`config.mk`:
```
export PLATFORM = sky130hd
export DESIGN_NAME = al_accel_imux_seq
export DESIGN_NICKNAME = d
export VERILOG_FILES = /design/src/rtl/al_accel_imux_seq.sv
export SDC_FILE = /design/constraint.sdc
export NUM_CORES = 1
export LEC_CHECK = 0
export ABC_AREA = 1
export CAP_MARGIN = 20
export CORE_MARGIN = 4
export CORE_UTILIZATION = 45
export CTS_BUF_LIST = sky130_fd_sc_hd__clkbuf_16
export DETAILED_ROUTE_END_ITERATION = 8
export PLACE_DENSITY = 0.78
export SKIP_CTS_REPAIR_TIMING = 1
export SLEW_MARGIN = 20
export SYNTH_ARGS = -nofsm -noshare
export SYNTH_HDL_FRONTEND = slang
export SYNTH_SLANG_ARGS = --single-unit
```
`constraint.sdc`:
```
create_clock -name clk -period 2.8 [get_ports clk]
set_input_delay 0.56 -clock clk [delete_from_list [all_inputs] [get_ports clk]]
set_output_delay 0.56 -clock clk [all_outputs]
set_load 0.005 [all_outputs]
```
`src/rtl/al_accel_imux_seq.sv`:
```
// al_accel_imux_seq: captures a 3x3 byte window in one cycle and replays it
// as three row beats (row 0, 1, 2) over a valid/ready output handshake.
// Optional feature macro: AL_ACCEL_IMUX_PREFETCH_EN adds a one-window pending
// buffer so a new window can be taken while the current one is still sending,
// giving back-to-back output at 3 cycles per window.
module al_accel_imux_seq (
  input  logic       clk,
  input  logic       rst,
  input  logic [7:0] imux_di_0_0,
  input  logic [7:0] imux_di_0_1,
  input  logic [7:0] imux_di_0_2,
  input  logic [7:0] imux_di_1_0,
  input  logic [7:0] imux_di_1_1,
  input  logic [7:0] imux_di_1_2,
  input  logic [7:0] imux_di_2_0,
  input  logic [7:0] imux_di_2_1,
  input  logic [7:0] imux_di_2_2,
  input  logic       imux_in_valid,
  output logic       imux_in_ready,
  output logic [7:0] imux_do_0,
  output logic [7:0] imux_do_1,
  output logic [7:0] imux_do_2,
  output logic [1:0] imux_sel,
  output logic       imux_out_valid,
  input  logic       imux_out_ready,
  output logic       imux_last,
  output logic       imux_busy
);

  typedef enum logic {IDLE, SEND} state_t;

  state_t                 state_reg;
  logic [1:0]             row_reg;
  logic [2:0][2:0][7:0]   act_reg;
  logic [2:0][2:0][7:0]   win_in;
  logic [2:0][7:0]        row_data;
  logic                   accept;
  logic                   beat_hs;
  logic                   last_hs;

`ifdef AL_ACCEL_IMUX_PREFETCH_EN
  logic [2:0][2:0][7:0]   pend_reg;
  logic                   pend_full_reg;
`endif

  // Window bytes gathered as [row][column].
  assign win_in[0][0] = imux_di_0_0;
  assign win_in[0][1] = imux_di_0_1;
  assign win_in[0][2] = imux_di_0_2;
  assign win_in[1][0] = imux_di_1_0;
  assign win_in[1][1] = imux_di_1_1;
  assign win_in[1][2] = imux_di_1_2;
  assign win_in[2][0] = imux_di_2_0;
  assign win_in[2][1] = imux_di_2_1;
  assign win_in[2][2] = imux_di_2_2;

`ifdef AL_ACCEL_IMUX_PREFETCH_EN
  assign imux_in_ready = !pend_full_reg;
  assign imux_busy     = (state_reg == SEND) || pend_full_reg;
`else
  assign imux_in_ready = (state_reg == IDLE);
  assign imux_busy     = (state_reg == SEND);
`endif

  assign accept  = imux_in_valid && imux_in_ready;
  assign beat_hs = imux_out_valid && imux_out_ready;
  assign last_hs = beat_hs && (row_reg == 2'd2);

  // Select the active row; the default arm keeps an illegal row index silent.
  always_comb begin
    row_data = '0;
    case (row_reg)
      2'd0:    row_data = act_reg[0];
      2'd1:    row_data = act_reg[1];
      2'd2:    row_data = act_reg[2];
      default: row_data = '0;
    endcase
  end

  // Beat outputs are pure decodes of registers, forced to zero outside SEND.
  always_comb begin
    imux_out_valid = (state_reg == SEND);
    imux_sel       = 2'd0;
    imux_do_0      = 8'd0;
    imux_do_1      = 8'd0;
    imux_do_2      = 8'd0;
    imux_last      = 1'b0;
    if (state_reg == SEND) begin
      imux_sel  = row_reg;
      imux_do_0 = row_data[0];
      imux_do_1 = row_data[1];
      imux_do_2 = row_data[2];
      imux_last = (row_reg == 2'd2);
    end
  end

  // Sequencer: capture windows, step rows on handshakes, chain windows.
  always_ff @(posedge clk or posedge rst) begin
    if (rst) begin
      state_reg     <= IDLE;
      row_reg       <= 2'd0;
      act_reg       <= '0;
`ifdef AL_ACCEL_IMUX_PREFETCH_EN
      pend_reg      <= '0;
      pend_full_reg <= 1'b0;
`endif
    end else begin
      case (state_reg)
        IDLE: begin
          if (accept) begin
            act_reg   <= win_in;
            row_reg   <= 2'd0;
            state_reg <= SEND;
          end
        end
        SEND: begin
          if (last_hs) begin
            row_reg <= 2'd0;
`ifdef AL_ACCEL_IMUX_PREFETCH_EN
            // Pending window has priority; otherwise a window arriving on
            // this very handshake goes straight to active.
            if (pend_full_reg) begin
              act_reg       <= pend_reg;
              pend_full_reg <= 1'b0;
            end else if (accept) begin
              act_reg <= win_in;
            end else begin
              state_reg <= IDLE;
            end
`else
            state_reg <= IDLE;
`endif
          end else begin
            if (beat_hs) begin
              row_reg <= row_reg + 2'd1;
            end
`ifdef AL_ACCEL_IMUX_PREFETCH_EN
            // Mid-window arrivals park in the pending buffer.
            if (accept) begin
              pend_reg      <= win_in;
              pend_full_reg <= 1'b1;
            end
`endif
          end
        end
        default: begin
          state_reg <= IDLE;
          row_reg   <= 2'd0;
        end
      endcase
    end
  end

endmodule

```
== After elaboration in Yosys (flattened, before gate mapping) ==
Index checks and enable logic that the tools add are counted.

* Bits in registers: 75
* Input port bits: 76
* Output and inout bits: 30
* Logic and storage cells: 36

* Add/sub/neg operators: 1
* Eq/ne operators: 4
* Multiplexer cells: 13
* Bitwise logic cells: 1
* Reductions and logical operators: 6

{| class="wikitable"
|+ Operators by type and width
! cell !! number
|-
| one-hot mux 24 bit (3 select lines) || 1
|-
| 2-to-1 mux 8 bit || 3
|-
| 2-to-1 mux 2 bit || 4
|-
| one-hot mux 2 bit (2 select lines) || 1
|-
| AND reduction 2 bit || 2
|-
| logical AND 1 bit || 3
|-
| 2-to-1 mux 1 bit || 3
|-
| inequality test 3 x 1 -> 1 bit, second input constant || 1
|-
| adder 2 x 1 -> 2 bit, second input constant || 1
|-
| == test 2 x 1 -> 1 bit, second input constant || 1
|-
| == test 2 bit, second input constant || 1
|-
| zero test 2 bit || 1
|-
| inequality test 2 x 1 -> 1 bit, second input constant || 1
|-
| one-hot mux 1 bit (2 select lines) || 1
|-
| NOT 1 bit || 1
|}

== Logic depth before layout (Yosys ltp) ==
* Word-level depth: 4
* Depth in mapped cells: 7
* Depth with buffers taken out: 5

== Least setup slack after synthesis ==
OpenSTA, ideal clock, no wires.

* Kind: flip-flop to output port
* Start point: register row_reg[0]
* End point: output port imux_do_0[6]
* Arrival time: 1012 ps
* Required time: 2240 ps
* Slack: 1228 ps
* Stages on the path, launching flop included: 8
* Buffers on the path: 2
* Cell sequence: dfrtp_1 > buf_6 > inv_4 > buf_6 > nand3_2 > nand3_1 > nand2_1 > inv_1

* Word-level cells in the longest chain between the ends: 3
* Elaborated cells between the ends (all ways): 5
* Classes of those cells: 2 x eq/ne; 2 x mux; 1 x reduce/logical

{| class="wikitable"
|+ Ends and longest elaborated chain
! what !! line !! source
|-
| from (decl) || 33 || <nowiki>logic [1:0] row_reg;</nowiki>
|-
| from (signal assigned) || 135 || <nowiki>row_reg <= row_reg + 2'd1;</nowiki>
|-
| == test 2 bit (tied with other cells) || 72 || <nowiki>case (row_reg)</nowiki>
|-
| one-hot mux 24 bit (3 select lines) * || 72 ||
|-
| 2-to-1 mux 8 bit * || 88 || <nowiki>if (state_reg == SEND) begin</nowiki>
|-
| to (decl) || 20 || <nowiki>output logic [7:0] imux_do_0,</nowiki>
|}

Every way passes the cells marked *; elsewhere a longest branch is shown, timed or not.

== Worst setup path in the final report ==
* Start point: register row_reg[0]
* End point: output port imux_do_1[6]

* Word-level cells in the longest chain between the ends: 3
* Elaborated cells between the ends (all ways): 5
* Classes of those cells: 2 x eq/ne; 2 x mux; 1 x reduce/logical

{| class="wikitable"
|+ Ends and longest elaborated chain
! what !! line !! source
|-
| == test 2 bit (tied with other cells) || 72 ||
|-
| one-hot mux 24 bit (3 select lines) * || 72 ||
|-
| 2-to-1 mux 8 bit * || 88 ||
|-
| to (decl) || 21 || <nowiki>output logic [7:0] imux_do_1,</nowiki>
|}

Marked as above.

==> summary.txt <==
STA
  – Slew margin rel.: 53.7%
  – Final Max Tran Viols: 0
  – F_max: 372 MHz
  – Clk_skew: 0.00754 ns
  – Setup violators final: 0
  – Tightest Pin Transition: 0.695 ns
  – Final Worst Setup Slack: 0.112 ns
  – WHS: 0.472 ns
  – Period utilisation layout: 96.0%
  – Crit path time final: 2.69 ns
  – Setup TNS: 0 ns
  – Final Hold Violating Endpoints: 0
  – RSZ-0062 raised after global routing: no

Yosys
  – Count leader, synth: nand2_1
  – Top post-synthesis cells by area: dfrtp_1 49%, nand2_1 19%, nand3_1 18%
  – Synth Net Count: 571
  – Synthesized area: 3800 µm²
  – Share of the synthesized area in the top cell type: 49.4%
  – Yosys reg bits: 75
  – Ys Warns: 0
  – Post-synth cell types: 16
  – Largest area contributor in the netlist: dfrtp_1
  – Syn avg cell area: 7.68 µm²
  – Cells after Synth: 495
  – Asr flop ratio synth: 100%
  – Top_reg_cell synth: dfrtp_1
  – Seq/Total Area, Yosys: 49.4%
  – Post-synth EDFFs: 0
  – Synth top cells by count: 197 x nand2_1, 135 x nand3_1, 75 x dfrtp_1, 27 x inv_1, 18 x buf_2

Power
  – Combinational share of power: 42.6%
  – Net Sw Frac: 38.4%
  – LEAKAGE: 2.67 nW
  – Sw power: 2.16 mW
  – Pint: 3.46 mW
  – Power Dens Cells: 1080 nW/µm²
  – Worst vdd ir: 0.671 mV
  – Sequential share of power: 35.4%
  – Power share of the clock group: 22.0%

CTS
  – CTS Buf Count: 9
  – Clk sinks: 75
  – Root Driver: clkbuf_16
  – Worst skew pair latency: 0.33 ns
  – Maximum root-to-sink buffer count: 2
  – Clock-pin slew on the worst setup and hold paths: 0.06 ns
  – H-tree level count: 3
  – CTS tree: yes

Floorplan
  – Starting Density: 46.2%
  – # IOs: 106
  – Core area: 8220 µm²
  – Die X: 99.9 µm
  – Die H: 99.9 µm
  – Row cnt: 33
  – Die area: 9980 µm²

Critical path
  – Critical Path RT: 2.24 ns
  – Critical path fanouts, max: 13
  – Reg2reg path depth: 5
  – Critical path type: reg -> out
  – Worst Path Arrival: 2.13 ns
  – Startpoint Class: flip-flop
  – Crit end category: output port
  – Setup slack, reg-to-reg: 1.25 ns

Global routing
  – Vias in the first global route: 3545
  – Total GRT Usage: 22.0%
  – Gr ovfl total: 0
  – Antenna violations before repair: 0
  – Largest net degree at the start of global routing: 76
  – First-pass GRT wire length: 17300 µm

Cells and area
  – Final Net Count: 661
  – Finished Cell Area: 5180 µm²
  – Area grow syn2layout: 36.3%
  – ANT cells: 0
  – Max reg flops: 72
  – Fraction of layout cells with a size suffix above 1: 7.97%

Route
  – Remaining antenna violation count: 0
  – Via density: 5.22
  – Remaining DRCs: 0
  – DR vias: 3627
  – Total wire length: 10900 µm
  – DR iter-0 viols: 230
  – DRT Pass-1 Iters: 5
  – Mean routed wirelength per cell: 15.7 µm

Min path
  – Worst hold path type: reg -> reg
  – Hold Path Depth: 2

Placement
  – DP Area: 4850 µm²
  – Post-place setup slack: 0.399 ns
  – IO Port Bufs: 105
  – Final HPWL from detailed placement: 7400 µm
  – Final GP Congestion: 0.902

Run status
  – Status: finished, final reports clean

Run
  – Max-cap viol count: 0
[routing by layer]
layer  global-route usage (%)  part of all wire, %
met5                        0                    0
met4                     8.40                  2.3
met3                     3.82                  7.3
met2                     36.5                   50
met1                     28.8                   41
[cells in the final DEF, fill, tap and decap left out]
master	n
nand2_1	196
nand3_1	135
clkdlybuf4s50_1	104
dfrtp_1	75
inv_1	27
buf_4	12
nand3_2	10
clkbuf_16	9
inv_2	3
o21ai_1	3
nand4_1	2
nor2_4	2
clkinv_4	2
bufinv_16	2
nand2_2	1
inv_4	1
inv_6	1
nor2_1	1
clkinv_2	1
clkinvlp_4	1
buf_2	1
buf_12	1
[path summary, 6_finish.rpt]
check	from	to
max	row_reg[0]	imux_do_1[6]
min reg2reg	act_reg[66]	act_reg[66]
min	act_reg[66]	act_reg[66]
max in group asynchronous	rst	act_reg[7]
min in group asynchronous	rst	act_reg[50]
max reg2reg	imux_busy	row_reg[0]
[critical path, cell delays in order, from the launching register on]
cell and delay [ns]:
dfrtp_1 0.63, buf_4 0.31, nand3_1 0.13, nand3_1 0.10, nand2_1 0.05, inv_1 0.07
clkdlybuf4s50_1 0.50
[kinds of logic (layout without fill, tap and decap cells)]
family                 count (synthesis)  in the layout  synth area share [%]
AND/OR/NAND/NOR                      346            347                  40.6
flip-flops                            75             75                  49.4
buffers and inverters                 71            165                  9.61
AO/OA/AOI/OAI                          3              3                 0.395
[per-stage QoR]
stage          std cells  power, mW  util (%)
6_report             695       5.61      63.0
5_1_grt              695       6.01      63.0
4_1_cts              694       5.60      62.9
3_5_place_dp         678       4.34      59.0
3_3_place_gp         678       4.29      59.0
2_1_floorplan        495       3.34         -
[area by class of cell]
cell class | count | area (µm²)
Clock buffer | 9 | 225
Clock inverter | 7 | 93.8
Fill cell | 733 | 3040
Inverter | 31 | 124
Multi-Input combinational cell | 350 | 1570
Sequential cell | 75 | 1880
Tap cell | 105 | 131
Timing Repair Buffer | 118 | 1160
[power by group through the flow]
stage / Sequential [mW] / Combinational, mW / Clock [mW]
floorplan: 1.82 / 1.52 / 0
global placement: 1.97 / 2.32 / 0
detailed placement: 1.98 / 2.36 / 0
CTS: 1.98 / 2.38 / 1.24
global route: 2.04 / 2.67 / 1.30
finish: 1.99 / 2.39 / 1.23
Note: power is estimated with default switching activity, not from simulation.
